### src/rtl/uart_rx_param.sv
// UART receiver, parameterised data width, 3-sample majority voting,
// optional parity, one or two stop bits, break and overrun detection.
//
// Ports:
//   clk, rst        : single clock, asynchronous active-high reset
//   RX_IN           : serial line (idle high, asynchronous to clk)
//   prescale        : clk cycles per bit, latched at start of frame
//   PAR_EN, PAR_TYP : parity enable, 0 = even / 1 = odd
//   TWO_STOP        : 1 = two stop bits
//   rx_ready        : consumer accepts the presented word
//   P_DATA          : received word, LSB first on the line
//   data_valid      : P_DATA and error flags valid, held until accepted
//   parity_error    : parity mismatch for the presented word
//   stop_error      : a stop bit was sampled low for the presented word
//   overrun_error   : one-cycle pulse, frame lost because word not taken
//   break_det       : one-cycle pulse, break condition seen
//   busy            : receiver not idle
module uart_rx_param #(
    parameter int DATA_W     = 8,
    parameter int PRESCALE_W = 6
) (
    input  logic                  clk,
    input  logic                  rst,
    input  logic                  RX_IN,
    input  logic [PRESCALE_W-1:0] prescale,
    input  logic                  PAR_EN,
    input  logic                  PAR_TYP,
    input  logic                  TWO_STOP,
    input  logic                  rx_ready,
    output logic [DATA_W-1:0]     P_DATA,
    output logic                  data_valid,
    output logic                  parity_error,
    output logic                  stop_error,
    output logic                  overrun_error,
    output logic                  break_det,
    output logic                  busy
);

    typedef enum logic [2:0] {
        IDLE,
        START,
        DATA,
        PARITY,
        STOP,
        WAIT_IDLE
    } state_t;

    localparam int BIT_W = 4;
    localparam logic [PRESCALE_W-1:0] ONE = 1;

    state_t state_q, state_d;

    logic sync1_q, sync2_q;
    logic line;

    logic [PRESCALE_W-1:0] edge_q, edge_d;
    logic [PRESCALE_W-1:0] ps_q, ps_d;
    logic [BIT_W-1:0]      bit_q, bit_d;
    logic [1:0]            vote_q, vote_d;
    logic [DATA_W-1:0]     shift_q, shift_d;

    logic par_en_q, par_en_d;
    logic par_typ_q, par_typ_d;
    logic two_stop_q, two_stop_d;
    logic par_bit_q, par_bit_d;
    logic stop_low_q, stop_low_d;

    logic [DATA_W-1:0] p_data_q, p_data_d;
    logic dv_q, dv_d;
    logic perr_q, perr_d;
    logic serr_q, serr_d;
    logic ovr_q, ovr_d;
    logic brk_q, brk_d;

    logic [PRESCALE_W-1:0] mid, mid_m1, mid_p1, last;
    logic [1:0] vote_sum;
    logic       maj;
    logic       at_mid_p1, at_last, sampling;
    logic       done;
    logic       stop_bad, is_brk;

    assign line = sync2_q;

    // Sample points around the bit centre; the third sample is used
    // combinationally together with the two already counted.
    assign mid       = ps_q >> 1;
    assign mid_m1    = mid - ONE;
    assign mid_p1    = mid + ONE;
    assign last      = ps_q - ONE;
    assign at_mid_p1 = (edge_q == mid_p1);
    assign at_last   = (edge_q == last);
    assign sampling  = (edge_q == mid_m1) || (edge_q == mid);
    assign vote_sum  = vote_q + {1'b0, line};
    assign maj       = vote_sum[1];

    assign stop_bad = stop_low_q | ~maj;
    assign is_brk   = (shift_q == '0)
                   && (!par_en_q || !par_bit_q)
                   && !maj
                   && (!two_stop_q || stop_low_q);

    always_comb begin
        state_d    = state_q;
        edge_d     = at_last ? '0 : edge_q + ONE;
        bit_d      = at_last ? bit_q + 1'b1 : bit_q;
        vote_d     = at_last ? 2'd0 : (sampling ? vote_sum : vote_q);
        ps_d       = ps_q;
        shift_d    = shift_q;
        par_en_d   = par_en_q;
        par_typ_d  = par_typ_q;
        two_stop_d = two_stop_q;
        par_bit_d  = par_bit_q;
        stop_low_d = stop_low_q;
        p_data_d   = p_data_q;
        dv_d       = dv_q & ~rx_ready;
        perr_d     = perr_q;
        serr_d     = serr_q;
        ovr_d      = 1'b0;
        brk_d      = 1'b0;
        done       = 1'b0;

        case (state_q)
            IDLE: begin
                edge_d = '0;
                bit_d  = '0;
                vote_d = 2'd0;
                if (!line) begin
                    state_d    = START;
                    ps_d       = prescale;
                    par_en_d   = PAR_EN;
                    par_typ_d  = PAR_TYP;
                    two_stop_d = TWO_STOP;
                    stop_low_d = 1'b0;
                    par_bit_d  = 1'b0;
                end
            end
            START: begin
                // Glitch check wins when mid+1 and the last edge coincide.
                if (at_mid_p1 && maj) begin
                    state_d = IDLE;
                    edge_d  = '0;
                    bit_d   = '0;
                    vote_d  = 2'd0;
                end else if (at_last) begin
                    state_d = DATA;
                    bit_d   = '0;
                end
            end
            DATA: begin
                if (at_mid_p1) begin
                    shift_d = {maj, shift_q[DATA_W-1:1]};
                end
                if (at_last && bit_q == BIT_W'(DATA_W - 1)) begin
                    state_d = par_en_q ? PARITY : STOP;
                    bit_d   = '0;
                end
            end
            PARITY: begin
                if (at_mid_p1) begin
                    par_bit_d = maj;
                end
                if (at_last) begin
                    state_d = STOP;
                    bit_d   = '0;
                end
            end
            STOP: begin
                if (at_mid_p1) begin
                    if (two_stop_q && bit_q == '0) begin
                        stop_low_d = ~maj;
                    end else begin
                        done = 1'b1;
                    end
                end
            end
            WAIT_IDLE: begin
                edge_d = '0;
                bit_d  = '0;
                vote_d = 2'd0;
                if (line) begin
                    state_d = IDLE;
                end
            end
            default: begin
                state_d = IDLE;
                edge_d  = '0;
                bit_d   = '0;
                vote_d  = 2'd0;
            end
        endcase

        // Frame completes mid final stop bit so a following start
        // edge is not missed.
        if (done) begin
            edge_d = '0;
            bit_d  = '0;
            vote_d = 2'd0;
            if (is_brk) begin
                brk_d   = 1'b1;
                state_d = WAIT_IDLE;
            end else begin
                state_d = stop_bad ? WAIT_IDLE : IDLE;
                if (dv_q && !rx_ready) begin
                    ovr_d = 1'b1;
                end else begin
                    p_data_d = shift_q;
                    perr_d   = par_en_q
                            && ((^shift_q ^ par_bit_q) != par_typ_q);
                    serr_d   = stop_bad;
                    dv_d     = 1'b1;
                end
            end
        end
    end

    always_ff @(posedge clk or posedge rst) begin
        if (rst) begin
            sync1_q    <= 1'b1;
            sync2_q    <= 1'b1;
            state_q    <= IDLE;
            edge_q     <= '0;
            bit_q      <= '0;
            vote_q     <= 2'd0;
            ps_q       <= '0;
            shift_q    <= '0;
            par_en_q   <= 1'b0;
            par_typ_q  <= 1'b0;
            two_stop_q <= 1'b0;
            par_bit_q  <= 1'b0;
            stop_low_q <= 1'b0;
            p_data_q   <= '0;
            dv_q       <= 1'b0;
            perr_q     <= 1'b0;
            serr_q     <= 1'b0;
            ovr_q      <= 1'b0;
            brk_q      <= 1'b0;
        end else begin
            sync1_q    <= RX_IN;
            sync2_q    <= sync1_q;
            state_q    <= state_d;
            edge_q     <= edge_d;
            bit_q      <= bit_d;
            vote_q     <= vote_d;
            ps_q       <= ps_d;
            shift_q    <= shift_d;
            par_en_q   <= par_en_d;
            par_typ_q  <= par_typ_d;
            two_stop_q <= two_stop_d;
            par_bit_q  <= par_bit_d;
            stop_low_q <= stop_low_d;
            p_data_q   <= p_data_d;
            dv_q       <= dv_d;
            perr_q     <= perr_d;
            serr_q     <= serr_d;
            ovr_q      <= ovr_d;
            brk_q      <= brk_d;
        end
    end

    assign P_DATA        = p_data_q;
    assign data_valid    = dv_q;
    assign parity_error  = perr_q;
    assign stop_error    = serr_q;
    assign overrun_error = ovr_q;
    assign break_det     = brk_q;
    assign busy          = (state_q != IDLE);

endmodule

### config.mk
export PLATFORM = sky130hd
export DESIGN_NAME = uart_rx_param
export DESIGN_NICKNAME = d
export VERILOG_FILES = /design/src/rtl/uart_rx_param.sv
export SDC_FILE = /design/constraint.sdc
export NUM_CORES = 1
export LEC_CHECK = 0
export CAP_MARGIN = 20
export CORE_MARGIN = 4
export CORE_UTILIZATION = 48
export CTS_CLUSTER_DIAMETER = 80
export CTS_CLUSTER_SIZE = 16
export DETAILED_ROUTE_END_ITERATION = 7
export PLACE_DENSITY = 0.71
export SLEW_MARGIN = 20
export SYNTH_ARGS = -nofsm -noshare
export SYNTH_HDL_FRONTEND = slang
export SYNTH_SLANG_ARGS = --single-unit
### constraint.sdc
create_clock -name clk -period 2.64 [get_ports clk]
set_input_delay 0.264 -clock clk [delete_from_list [all_inputs] [get_ports clk]]
set_output_delay 0.264 -clock clk [all_outputs]
set_load 0.05 [all_outputs]
==> results.md <==
- Status: finished clean
- Vias in the first global route: 2206
- Clock buffer depth: 2
- Yosys reg bits: 49
- Top cells by count, synth: dfrtp_1, nand2_1, inv_1, nor2_1, nand3_1
- DIE AREA: 7590 µm²
- Placer Congestion: 0.899
- Count of antenna-violating nets left after detailed routing: 0
- Synthesized area: 3000 µm²
- Ys Warns: 0
- Final Slew Violations: 0
- Worst-Skew Late Latency: 0.30 ns
- Clk slew on worst S/H paths: 0.10 ns
- Adder-cell share of the synthesized area: 0.0541
- Path type of the worst min-delay path: input port to asynchronous set/reset pin
- Worst vdd ir: 0.000684 V
- DPL Wire Length: 5140 µm
- Main combinational cell family by area after synthesis: simple AND/OR/NAND/NOR gates
- Clock sinks: 49
- Share of layout cells above drive strength 1: 0.198
- Drt first pass iters: 4
- Min cycle time layout: 2.56 ns
- Syn Inst Count: 308
- Top_reg_cell synth: dfrtp_1
- # IOs: 27
- CP arrival: 2.76 ns
- Syn_nets: 334
- H-tree depth: 2
- Port bufs: 26
- Vias per cell: 5.43
- Least-Margin Pin Slew: 0.497 ns
- Remaining global-route overflow: 0
- Max Freq: 390 MHz
- Pwr Density: 942 nW/µm²
- Num CTS Buffers: 5
- Nets: 378
- Post-synthesis mux area share: 0.0775
- Synth area leaders: dfrtp_1, ha_1, xor2_1
- Crit Path Max Fanout: 10
- Initial Utilization: 0.501
- Antenna fix cells: 0
- Via count: 2325
- Synth area leader: dfrtp_1
- Number of flops mapped to enable cells by yosys: 0
- Crit path cell chain: inv_2 > ha_4 > xnor2_2 > and2_4 > or4b_4 > nand2b_4 > and4bb_2 > buf_12 > mux2_2
- DR iter-0 viols: 146
- CP max stage delay: 0.48 ns
- Post-synthesis simple-gate area fraction: 0.196
- Die H: 87.1 µm
- Core area: 5990 µm²
- Final instance area: 3640 µm²
- Startpoint class of the critical path: register
- Final Hold Vio Count: 0
- Worst endpoint required time: 2.83 ns
- Count leader, synth: dfrtp_1
- Unrepaired setup endpoints after global routing: no
- Synth Area in Compound Gates: 0.121
- Initial antenna violation count: 0
- Crit end category: register
- Placed Instances: 420
- Final Power: 3.43 mW
- Final Non-Filler Cells: 428
- Yosys top cell area share: 0.392
- DRC Markers: 0
- Final setup fails: 0
- Placed instance area: 3540 µm²
- Xor-xnor portion of the synthesized cell area: 0.0879
- Setup CP Type: register to register
- Number of max-cap violations: 0
- Die width: 87.1 µm
- Rel. slew slack: 0.668
- Unique masters post-synth: 62
- Avg Cell Area, Syn: 9.75 µm²
- Crit path max-delay cell type: or4b_4
- Largest net degree at the start of global routing: 50
- Setup TNS: 0 ns
- Hold Buf Count CTS: 0
- Tcrit/Tclk final: 0.971
- Post-synth ARST share: 1.00
- First-pass GRT wire length: 10800 µm
- Register area share after synthesis: 0.409
- Worst Hold Margin: 0.310 ns
- Leak Pwr: 1.61 nW
- CTS tree: done
- Routed WL: 6550 µm
- GRT Total Usage: 0.181
- Average wire per standard cell: 15.3 µm
- Row count: 28
- Root Driver: clkbuf_8
- Area grow syn2layout: 21.3%
- Clk_skew: 0.00891 ns
==> through the flow <==
step                      worst slack [ns]   util
after floorplan                     0.0108      -
after global placement              0.0815  0.590
after detailed placement            0.0560  0.590
after CTS                           0.0358  0.605
after global routing               0.00144  0.608
final                               0.0753  0.608
==> final timing paths <==
path                               from         end  slack (ns)  depth (start not counted)
worst max-delay path            ps_q[2]  stop_error        0.08                          9
worst min-delay path                rst  shift_q[6]        0.31                          3
worst max register to register  ps_q[2]  stop_error        0.08                          9
worst min register to register  sync1_q        line        0.36                          0
max in group asynchronous           rst        line        2.06                          3
min in group clk                  RX_IN     sync1_q        0.35                          1
==> placed cells by master, fill, tap and decap left out, types with 9 or more instances in the layout <==
cell type and n:
inv_1 19, mux2_2 10, nor2_1 21, dfrtp_1 47
o21ai_0 9, xnor2_1 11, buf_4 24, nand2_1 28
xor2_1 15, mux2i_1 12, clkdlybuf4s50_1 26, ha_1 12
a21oi_1 11, nand3_1 16
==> critical path: cells and delay by family, from the launching register on <==
kind          cells  cell delay, ns
buf+inv           2            0.23
mux               1            0.33
simple gates      4            1.12
xor+xnor          1            0.16
flops             1            0.42
fa+ha+maj         1            0.20
==> per-layer routing <==
| layer | global-route usage | vias up | routed length [µm] |
|---|---|---|---|
| met2 | 0.286 | 49 | 3020 |
| met3 | 0.0303 | 8 | 233 |
| met1 | 0.262 | 1099 | 3220 |
| li1 | - | 1169 | - |
| met4 | 0.0404 | 0 | 87 |
| met5 | 0 | - | 0 |
==> layout make-up <==
class / instances / area [µm²]
repair buffers: 53 / 500
multi-input cells: 221 / 1650
well taps: 75 / 93.8
flip-flops and latches: 49 / 1230
inverters: 22 / 82.6
fillers: 502 / 2350
clock buffers: 5 / 68.8
clock inverters: 3 / 21.3
==> flip-flops by register name (all words and copies together), names as in the netlist, 2 cells and up <==
signal,flops
P_DATA,8
bit_q,4
edge_q,6
ps_q,6
shift_q,8
state_q,3
vote_q,2
==> cells by family (layout without fill, tap and decap cells) <==
kind of cell | count (synthesis) | in the layout
AND/OR/NAND/NOR | 108 | 108
AO/OA/AOI/OAI | 50 | 50
flip-flops | 49 | 49
buffers and inverters | 38 | 83
XOR/XNOR | 28 | 28
multiplexers | 22 | 22
adder cells (fa/ha/maj) | 13 | 13
==> power by group <==
group / internal [mW] / total, mW / switching [mW]
combinational: 0.890 / 1.92 / 1.03
sequential: 0.878 / 1.06 / 0.183
clock: 0.188 / 0.449 / 0.260
==> what timing repair did <==
| action | in CTS | in global routing |
|---|---|---|
| buffers inserted | 0 | 0 |
| endpoints found under the hold margin | 0 | 0 |
| resized for setup | 0 | 5 |
| setup endpoints to repair | 0 | 13 |
Power figures use the tool's default switching activity.
